### src/rtl/ctr_stream_scheduler.sv
// ctr_stream_scheduler: runs one CTR encryption job from key setup to the last
// ciphertext beat. It fires the PRNG/S-box setup strobe, waits for round keys,
// issues plaintext blocks and counter words to the encrypt core, and buffers
// the ciphertext in a small output FIFO toward an AXI-stream style sink.
//
// Handshake rules, on every stream interface: a beat moves on a rising clock
// edge where valid && ready are both high. The sender keeps valid and its data
// steady until that edge. A ready output never depends on the valid input it
// is paired with. The core side has no backpressure. core_tvalid is a
// one-cycle issue strobe. core_valid is a one-cycle result strobe. The core is
// only ever given as much work as the output FIFO can still absorb.
module ctr_stream_scheduler #(
    parameter int DATA_WIDTH    = 256,
    parameter int CNT_WIDTH     = 16,
    parameter int OUT_DEPTH     = 4,
    parameter int SETUP_TIMEOUT = 65535
) (
    input  logic                  clk,
    input  logic                  reset,
    input  logic                  start,
    input  logic [CNT_WIDTH-1:0]  num_blocks,
    input  logic [DATA_WIDTH-1:0] iv,
    output logic                  setup_tvalid,
    input  logic                  key_done,
    input  logic                  s_tvalid,
    output logic                  s_tready,
    input  logic [DATA_WIDTH-1:0] s_tdata,
    output logic                  core_tvalid,
    output logic [DATA_WIDTH-1:0] core_plaintext,
    output logic [DATA_WIDTH-1:0] core_ctr,
    input  logic                  core_valid,
    input  logic [DATA_WIDTH-1:0] core_ciphertext,
    output logic                  m_tvalid,
    input  logic                  m_tready,
    output logic [DATA_WIDTH-1:0] m_tdata,
    output logic                  m_tlast,
    output logic                  busy,
    output logic                  done,
    output logic                  error,
    output logic [2:0]            debug_state
);

    localparam int PTR_W = (OUT_DEPTH > 1) ? $clog2(OUT_DEPTH) : 1;
    localparam int TMO_W = $clog2(SETUP_TIMEOUT + 1);
    localparam logic [TMO_W-1:0] TMO_LAST = TMO_W'(SETUP_TIMEOUT - 1);

    typedef enum logic [2:0] {
        IDLE     = 3'd0,
        SETUP    = 3'd1,
        WAIT_KEY = 3'd2,
        STREAM   = 3'd3,
        DRAIN    = 3'd4
    } state_t;

    state_t                state;
    logic [CNT_WIDTH-1:0]  nb_r;
    logic [DATA_WIDTH-1:0] iv_r;
    logic [CNT_WIDTH-1:0]  issued;
    logic [CNT_WIDTH-1:0]  received;
    logic [CNT_WIDTH-1:0]  popped;
    logic [TMO_W-1:0]      tmo;

    logic [DATA_WIDTH-1:0] mem [OUT_DEPTH];
    logic [PTR_W-1:0]      wr_ptr;
    logic [PTR_W-1:0]      rd_ptr;
    logic [PTR_W:0]        count;

    logic [CNT_WIDTH-1:0]  inflight;
    logic [CNT_WIDTH:0]    used;
    logic                  have_credit;
    logic                  s_hs;
    logic                  accept_core;
    logic                  fifo_full;
    logic                  pop;
    logic                  push;
    logic                  overflow;

    // Credit check: FIFO slots already taken plus results still owed by the core.
    always_comb begin
        inflight    = issued - received;
        used        = {1'b0, inflight} + (CNT_WIDTH + 1)'(count);
        have_credit = used < (CNT_WIDTH + 1)'(OUT_DEPTH);
        s_tready    = (state == STREAM) && have_credit && (issued < nb_r);
        s_hs        = s_tvalid && s_tready;
        accept_core = core_valid && ((state == STREAM) || (state == DRAIN));
        fifo_full   = count == (PTR_W + 1)'(OUT_DEPTH);
        m_tvalid    = count != '0;
        pop         = m_tvalid && m_tready;
        push        = accept_core && (!fifo_full || pop);
        overflow    = accept_core && fifo_full && !pop;
        m_tdata     = m_tvalid ? mem[rd_ptr] : '0;
        m_tlast     = m_tvalid && (popped == nb_r - CNT_WIDTH'(1));
        busy        = state != IDLE;
        debug_state = state;
    end

    // Ciphertext storage. The read side is gated by m_tvalid, so no reset is needed.
    always_ff @(posedge clk) begin
        if (push) begin
            mem[wr_ptr] <= core_ciphertext;
        end
    end

    // FIFO pointers and occupancy. A push and a pop in the same cycle leave the count unchanged.
    always_ff @(posedge clk or posedge reset) begin
        if (reset) begin
            wr_ptr <= '0;
            rd_ptr <= '0;
            count  <= '0;
        end else begin
            if (push) begin
                wr_ptr <= wr_ptr + PTR_W'(1);
            end
            if (pop) begin
                rd_ptr <= rd_ptr + PTR_W'(1);
            end
            case ({push, pop})
                2'b10:   count <= count + (PTR_W + 1)'(1);
                2'b01:   count <= count - (PTR_W + 1)'(1);
                default: count <= count;
            endcase
        end
    end

    // Job sequencer: setup strobe, key wait with timeout, block issue, drain, completion.
    always_ff @(posedge clk or posedge reset) begin
        if (reset) begin
            state          <= IDLE;
            nb_r           <= '0;
            iv_r           <= '0;
            issued         <= '0;
            received       <= '0;
            popped         <= '0;
            tmo            <= '0;
            setup_tvalid   <= 1'b0;
            core_tvalid    <= 1'b0;
            core_plaintext <= '0;
            core_ctr       <= '0;
            done           <= 1'b0;
            error          <= 1'b0;
        end else begin
            setup_tvalid <= 1'b0;
            core_tvalid  <= 1'b0;
            done         <= 1'b0;
            if (pop) begin
                popped <= popped + CNT_WIDTH'(1);
            end
            // A dropped word still counts as received, so the drain can complete.
            if (accept_core) begin
                received <= received + CNT_WIDTH'(1);
            end
            if (overflow) begin
                error <= 1'b1;
            end
            case (state)
                IDLE: begin
                    if (start) begin
                        nb_r     <= num_blocks;
                        iv_r     <= iv;
                        issued   <= '0;
                        received <= '0;
                        popped   <= '0;
                        error    <= 1'b0;
                        state    <= SETUP;
                    end
                end
                SETUP: begin
                    setup_tvalid <= 1'b1;
                    tmo          <= '0;
                    state        <= WAIT_KEY;
                end
                WAIT_KEY: begin
                    if (key_done) begin
                        state <= (nb_r == '0) ? DRAIN : STREAM;
                    end else if (tmo == TMO_LAST) begin
                        error <= 1'b1;
                        done  <= 1'b1;
                        state <= IDLE;
                    end else begin
                        tmo <= tmo + TMO_W'(1);
                    end
                end
                STREAM: begin
                    // The counter word is a full-width add and wraps silently.
                    if (s_hs) begin
                        core_tvalid    <= 1'b1;
                        core_plaintext <= s_tdata;
                        core_ctr       <= iv_r + DATA_WIDTH'(issued);
                        issued         <= issued + CNT_WIDTH'(1);
                    end
                    if (issued == nb_r) begin
                        state <= DRAIN;
                    end
                end
                DRAIN: begin
                    if ((received == nb_r) && (count == '0)) begin
                        done  <= 1'b1;
                        state <= IDLE;
                    end
                end
                default: state <= IDLE;
            endcase
        end
    end

endmodule

### config.mk
export PLATFORM = sky130hd
export DESIGN_NAME = ctr_stream_scheduler
export DESIGN_NICKNAME = d
export VERILOG_FILES = /design/src/rtl/ctr_stream_scheduler.sv
export SDC_FILE = /design/constraint.sdc
export NUM_CORES = 2
export LEC_CHECK = 0
export CAP_MARGIN = 20
export CORE_AREA = 2 2 610 612
export CTS_CLUSTER_SIZE = 25
export DETAILED_ROUTE_END_ITERATION = 12
export DIE_AREA = 0 0 612 614
export MAX_ROUTING_LAYER = met4
export PLACE_DENSITY_LB_ADDON = 0.2
export SLEW_MARGIN = 25
export SYNTH_ARGS = -nofsm -noshare
export SYNTH_HDL_FRONTEND = slang
export SYNTH_SLANG_ARGS = --single-unit
### constraint.sdc
create_clock -name clk -period 39.9 [get_ports clk]
set_clock_uncertainty 0.15 [all_clocks]
set_input_delay 5.985 -clock clk [delete_from_list [all_inputs] [get_ports clk]]
set_output_delay 5.985 -clock clk [all_outputs]
set_load 0.01 [all_outputs]
## After elaboration in Yosys (flattened, before gate mapping)

Memory sizes are Yosys's and may differ from the RTL's.
Cells that the tools add are included.
Widths: inputs -> output; s select.

| operators by class | value |
|---|---|
| equality and inequality tests | 18 |
| reduce and logical (&&, ||, !) cells | 27 |
| multiplexer cells | 35 |
| add/sub/neg operators | 12 |
| $lt $le $gt $ge | 2 |

Operator list:

| kind | count |
|---|---|
| $add 256x16->256 | 1 |
| $mux 256 | 1 |
| $mux 16 | 10 |
| $add 16x1->16 const B | 4 |
| $pmux 16 s2 | 2 |
| $eq 16x16->1 | 3 |
| $mux 3 | 6 |
| $add 16x3->17 | 1 |
| $lt 17x3->1 const B | 1 |
| $eq 16x16->1 const B | 1 |
| $logic_not 16->1 | 1 |
| $lt 16x16->1 | 1 |
| $sub 16x1->16 const B | 1 |
| $sub 16x16->16 | 1 |
| $pmux 3 s5 | 1 |
| $mux 1 | 12 |
| $logic_and 1x1->1 | 10 |
| $ne 2x2->1 const B | 4 |
| $eq 3x2->1 const B | 2 |
| $eq 3x3->1 const B | 2 |
| $logic_not 3->1 | 2 |
| $pmux 3 s2 | 1 |
| $reduce_and 3->1 | 2 |
| $reduce_bool 2->1 | 3 |
| other kinds (14) | 21 |

| word-level totals | value |
|---|---|
| bits in writable memories | 1024 |
| bits of input ports | 791 |
| register bits | 862 |
| output and inout port bits | 779 |
| logic and storage cells | 111 |
| memories | 1 |

Memories:

| memory | depth | bits a word | rd ports | clocked after Yosys merged registers in | write ports | line | text |
|---|---|---|---|---|---|---|---|
| mem | 4 | 256 | 1 | 0 | 1 | 63 | `logic [DATA_WIDTH-1:0] mem [OUT_DEPTH];` |

## Depth between registers and ports, before layout

| logic depth | value |
|---|---|
| depth after elaboration | 9 |
| depth in mapped cells | 18 |
| depth with buffers taken out | 14 |

## Least setup slack after synthesis

OpenSTA, ideal clock, no wires.

| path | value |
|---|---|
| path type | input to register |
| start point | input core_valid |
| end point | memory mem[0][0] (enable) |
| required time | 39101 ps |
| arrival | 12552 ps |
| stages on the path | 5 |
| buffers on the path | 2 |
| setup time | 649 ps |
| setup slack | 26549 ps |
| cell sequence | nor2b_1 clkbuf_1 nor2b_1 clkbuf_1 and2_1 |

| between the ends | value |
|---|---|
| word-level cells in the longest chain between the ends | 4 |

RTL lines:

| what | line | text |
|---|---|---|
| from (decl) | 31 | `input logic core_valid,` |
| $logic_and 1x1->1 | 85 | `accept_core = core_valid && ((state == STREAM) \|\| (state == DRAIN));` |
| $logic_and 1x1->1 | 89 | `push = accept_core && (!fifo_full \|\| pop);` |
| $mux 1 | 99 | `if (push) begin` |
| $mux 1 (not written as such) | 100 | `mem[wr_ptr] <= core_ciphertext;` |
| to (decl) | 63 |  |

Every way passes these cells.

## Final worst setup path

| path | value |
|---|---|
| start point | register rd_ptr[0] |
| end point | output m_tdata[85] |

| between the ends | value |
|---|---|
| word-level cells in the longest chain between the ends | 2 |

RTL lines:

| what | line | text |
|---|---|---|
| from (decl) | 65 | `logic [PTR_W-1:0] rd_ptr;` |
| from (signal assigned) | 115 | `rd_ptr <= rd_ptr + PTR_W'(1);` |
| $mem_v2 4x256 | -- |  |
| $mux 256 | 91 | `m_tdata = m_tvalid ? mem[rd_ptr] : '0;` |
| to (decl) | 35 | `output logic [DATA_WIDTH-1:0] m_tdata,` |

Every way passes these cells.

==> results.json <==
{
  "hold_start": "core_ctr[246]",
  "p_leak_nw": 41.4,
  "reg2reg_from": "issued[3]",
  "synth_edf_count": 1024,
  "p_switching_mw": 2.26,
  "wire_per_inst_um": 26.8,
  "die_h_um": 614,
  "ff2ff_path_depth": 13,
  "io_pins": 1570,
  "clk_pin_slew_ns": 0.06,
  "cts_buffers": 224,
  "overflow": 0,
  "first_pass_iters": 6,
  "finalMaxSlewViolations": 0,
  "grtUsageTotal": 0.178,
  "cts.htree.levels": 4,
  "max_freq_ghz": 0.0811,
  "die_x_um": 612,
  "p_per_area_nw_per_um2": 63.1,
  "start_util": 0.217,
  "routed_wl_um": 338000,
  "holdPathStages": 2,
  "core-area_um2": 370000,
  "post_cts_resized": 0,
  "arrival_ns": 6.19,
  "cp-start-kind": "flip-flop",
  "die_area_um2": 376000,
  "synth_cells": 5739,
  "clkPwrFrac": 0.301,
  "ys.flop_type": "edfxtp_1",
  "layout-drive-gt1-share": 0.132,
  "cts_max_path_buffers": 4,
  "cts_setup_buffers": 0,
  "hp-class": "flip-flop to flip-flop",
  "antenna_found_initial": 249,
  "yosysSeqAreaShare": 0.652,
  "clkSinkCount": 1886,
  "grt_pass1_wl_um": 458000,
  "ant_nets": 0,
  "fin_crit_sh": 0.309,
  "p_comb_frac": 0.318,
  "hold_viol_final": 0,
  "routed_via_density": 4.28,
  "drv_cap": 0,
  "syn_area_um2": 80200,
  "fillers": 37500,
  "yosysUniqueCellTypes": 79,
  "yosysTopAreaCellShare": 0.383,
  "rsz0062_at_grt": "no",
  "end_kind": "primary output",
  "crit_start": "rd_ptr[0]",
  "hpwl_um": 253000,
  "seqPwrFrac": 0.382,
  "tightestPinTransition_ns": 1.11,
  "hold_buffers": 0,
  "grt_pass1_vias": 55500,
  "finalSetupViolCount": 0,
  "rows": 224,
  "syn-num-nets": 6593,
  "critPathKind": "flip-flop to primary output",
  "syn_to_final_growth_pct": 36.2,
  "gp_congestion": 0.890,
  "sw_frac_of_total": 0.327,
  "final.min_clock_period_ns": 12.32,
  "yosys.area.top_type": "edfxtp_1",
  "syn_avg_cell_area_um2": 14.0,
  "ff2ff_setup_slack_ns": 32.16,
  "io_buffers": 1569,
  "synthTopCellsByArea": "edfxtp_1 38%, dfrtp_1 27%, mux4_2 7.2%",
  "ys_ff_latch": 1886,
  "setup-tns-final_ns": 0,
  "postLayoutCoreUtil": 0.295,
  "route.vias.total": 53800,
  "crit_fanout": 91,
  "drc": 0,
  "status": "complete, no violations",
  "async_flop_share": 0.457,
  "cts_root_buffer": "clkbuf_16",
  "vdd_drop_max_v": 0.0000509,
  "cp.required_ns": 33.76,
  "yosysWarnings": 0,
  "nNetsFinal": 8170,
  "clk_latency_ns": 0.89,
  "cts_tree": "built",
  "first_iter_violations": 3572,
  "grt_max_degree": 187,
  "relSlewSlack": 0.258,
  "p_int_mw": 4.63
}
## flip-flops by register name, indices dropped and copies added (netlist names)
signal          count
popped             16
rd_ptr              2
core_plaintext    256
done                1
count               3
core_ctr          256
error               1
core_tvalid         1
iv_r              256
tmo                16
setup_tvalid        1
debug_state         3
wr_ptr              2
nb_r               16
mem              1024
issued             16
received           16
## area by class of cell
type | instances | area (um^2) | share of cell area
Multi-Input combinational cell | 3491 | 26300 | 0.241
Clock inverter | 96 | 1140 | 0.0105
Timing Repair Buffer | 1630 | 16300 | 0.150
Antenna cell | 124 | 310 | 0.00284
Tap cell | 4972 | 6220 | 0.0570
Clock buffer | 300 | 6210 | 0.0569
Sequential cell | 1886 | 52300 | 0.479
Inverter | 83 | 319 | 0.00292
## synth_stat cells, types with 15 or more instances
cell / count
clkbuf_1: 175
o21a_1: 15
buf_6: 30
nor3_1: 104
xnor2_1: 185
edfxtp_1: 1024
nor4_1: 44
a21o_1: 17
and2_1: 277
o21ai_0: 220
xor2_1: 153
ha_1: 60
a21oi_1: 57
o21ai_1: 75
dfrtp_1: 862
nand2_1: 1086
mux2_4: 242
nand3_1: 150
mux2_2: 57
inv_1: 82
or3_1: 27
nand4_1: 82
mux4_2: 256
nor2_1: 152
and3_1: 51
buf_2: 28
buf_1: 45
and4_1: 25
## power by group through the flow
| stage | logic, mW | clock network, mW | registers [mW] |
|---|---|---|---|
| 5_1_grt | 2.37 | 2.21 | 2.67 |
| 3_5_place_dp | 2.24 | 0 | 2.67 |
| 6_report | 2.19 | 2.07 | 2.63 |
| 2_1_floorplan | 1.13 | 0 | 2.60 |
| 3_3_place_gp | 2.24 | 0 | 2.66 |
| 4_1_cts | 2.25 | 2.14 | 2.63 |
## metrics by stage
step / instance area (um^2) / hold WS, ns / power [mW] / setup slack, ns / instances
2_1_floorplan: 80200 / 0.302 / 3.73 / 9.54 / 5739
3_3_place_gp: 101000 / 0.315 / 4.90 / 28.21 / 12100
3_5_place_dp: 102000 / 0.323 / 4.90 / 28.20 / 12100
4_1_cts: 109000 / 0.337 / 7.02 / 27.17 / 12500
5_1_grt: 109000 / 0.357 / 7.25 / 26.85 / 12600
6_report: 109000 / 0.332 / 6.89 / 27.58 / 12600
## final timing paths
| path | to |
|---|---|
| min in group asynchronous | core_plaintext[25] |
| worst min-delay path | core_ctr[246] |
| worst max-delay path | m_tdata[85] |
| worst max register to register | core_plaintext[200] |
| max in group asynchronous | iv_r[207] |
| worst min register to register | core_ctr[246] |
## cells by family after synthesis
logic type,synth area share
buffers and inverters,0.0202
multiplexers,0.127
AO/OA/AOI/OAI,0.0309
flip-flops,0.652
AND/OR/NAND/NOR,0.122
adder cells (fa/ha/maj),0.0101
XOR/XNOR,0.0369
## worst max-delay path, stage by stage (launching register included)
cell             delay [ns]
dfrtp_4                0.84
buf_4                  0.69
buf_12                 0.57
buf_4                  0.77
buf_4                  0.72
mux4_2                 0.58
and2_1                 0.17
clkdlybuf4s50_1        0.54
## cell usage in the layout, fill, tap and decap left out, types with 81 or more instances in the layout
cell type / Yosys / layout
nand3_1: 150 / 150
nand4_1: 82 / 82
clkbuf_16: 0 / 225
diode_2: 0 / 124
inv_1: 82 / 81
dfrtp_1: 862 / 860
mux2_4: 242 / 242
xnor2_1: 185 / 185
nand2_1: 1086 / 1086
nor2_1: 152 / 151
o21ai_0: 220 / 219
edfxtp_1: 1024 / 1024
nor3_1: 104 / 100
xor2_1: 153 / 153
clkdlybuf4s50_1: 0 / 1569
and2_1: 277 / 273
mux4_2: 256 / 256
## layer usage
| layer | wire length [um] | global-route usage |
|---|---|---|
| met1 | 119000 | 0.181 |
| met3 | 26000 | 0.0535 |
| met2 | 175000 | 0.310 |
| met4 | 17900 | 0.0918 |
| met5 | 0 | - |
No activity file was read; power rests on OpenSTA's default activity.
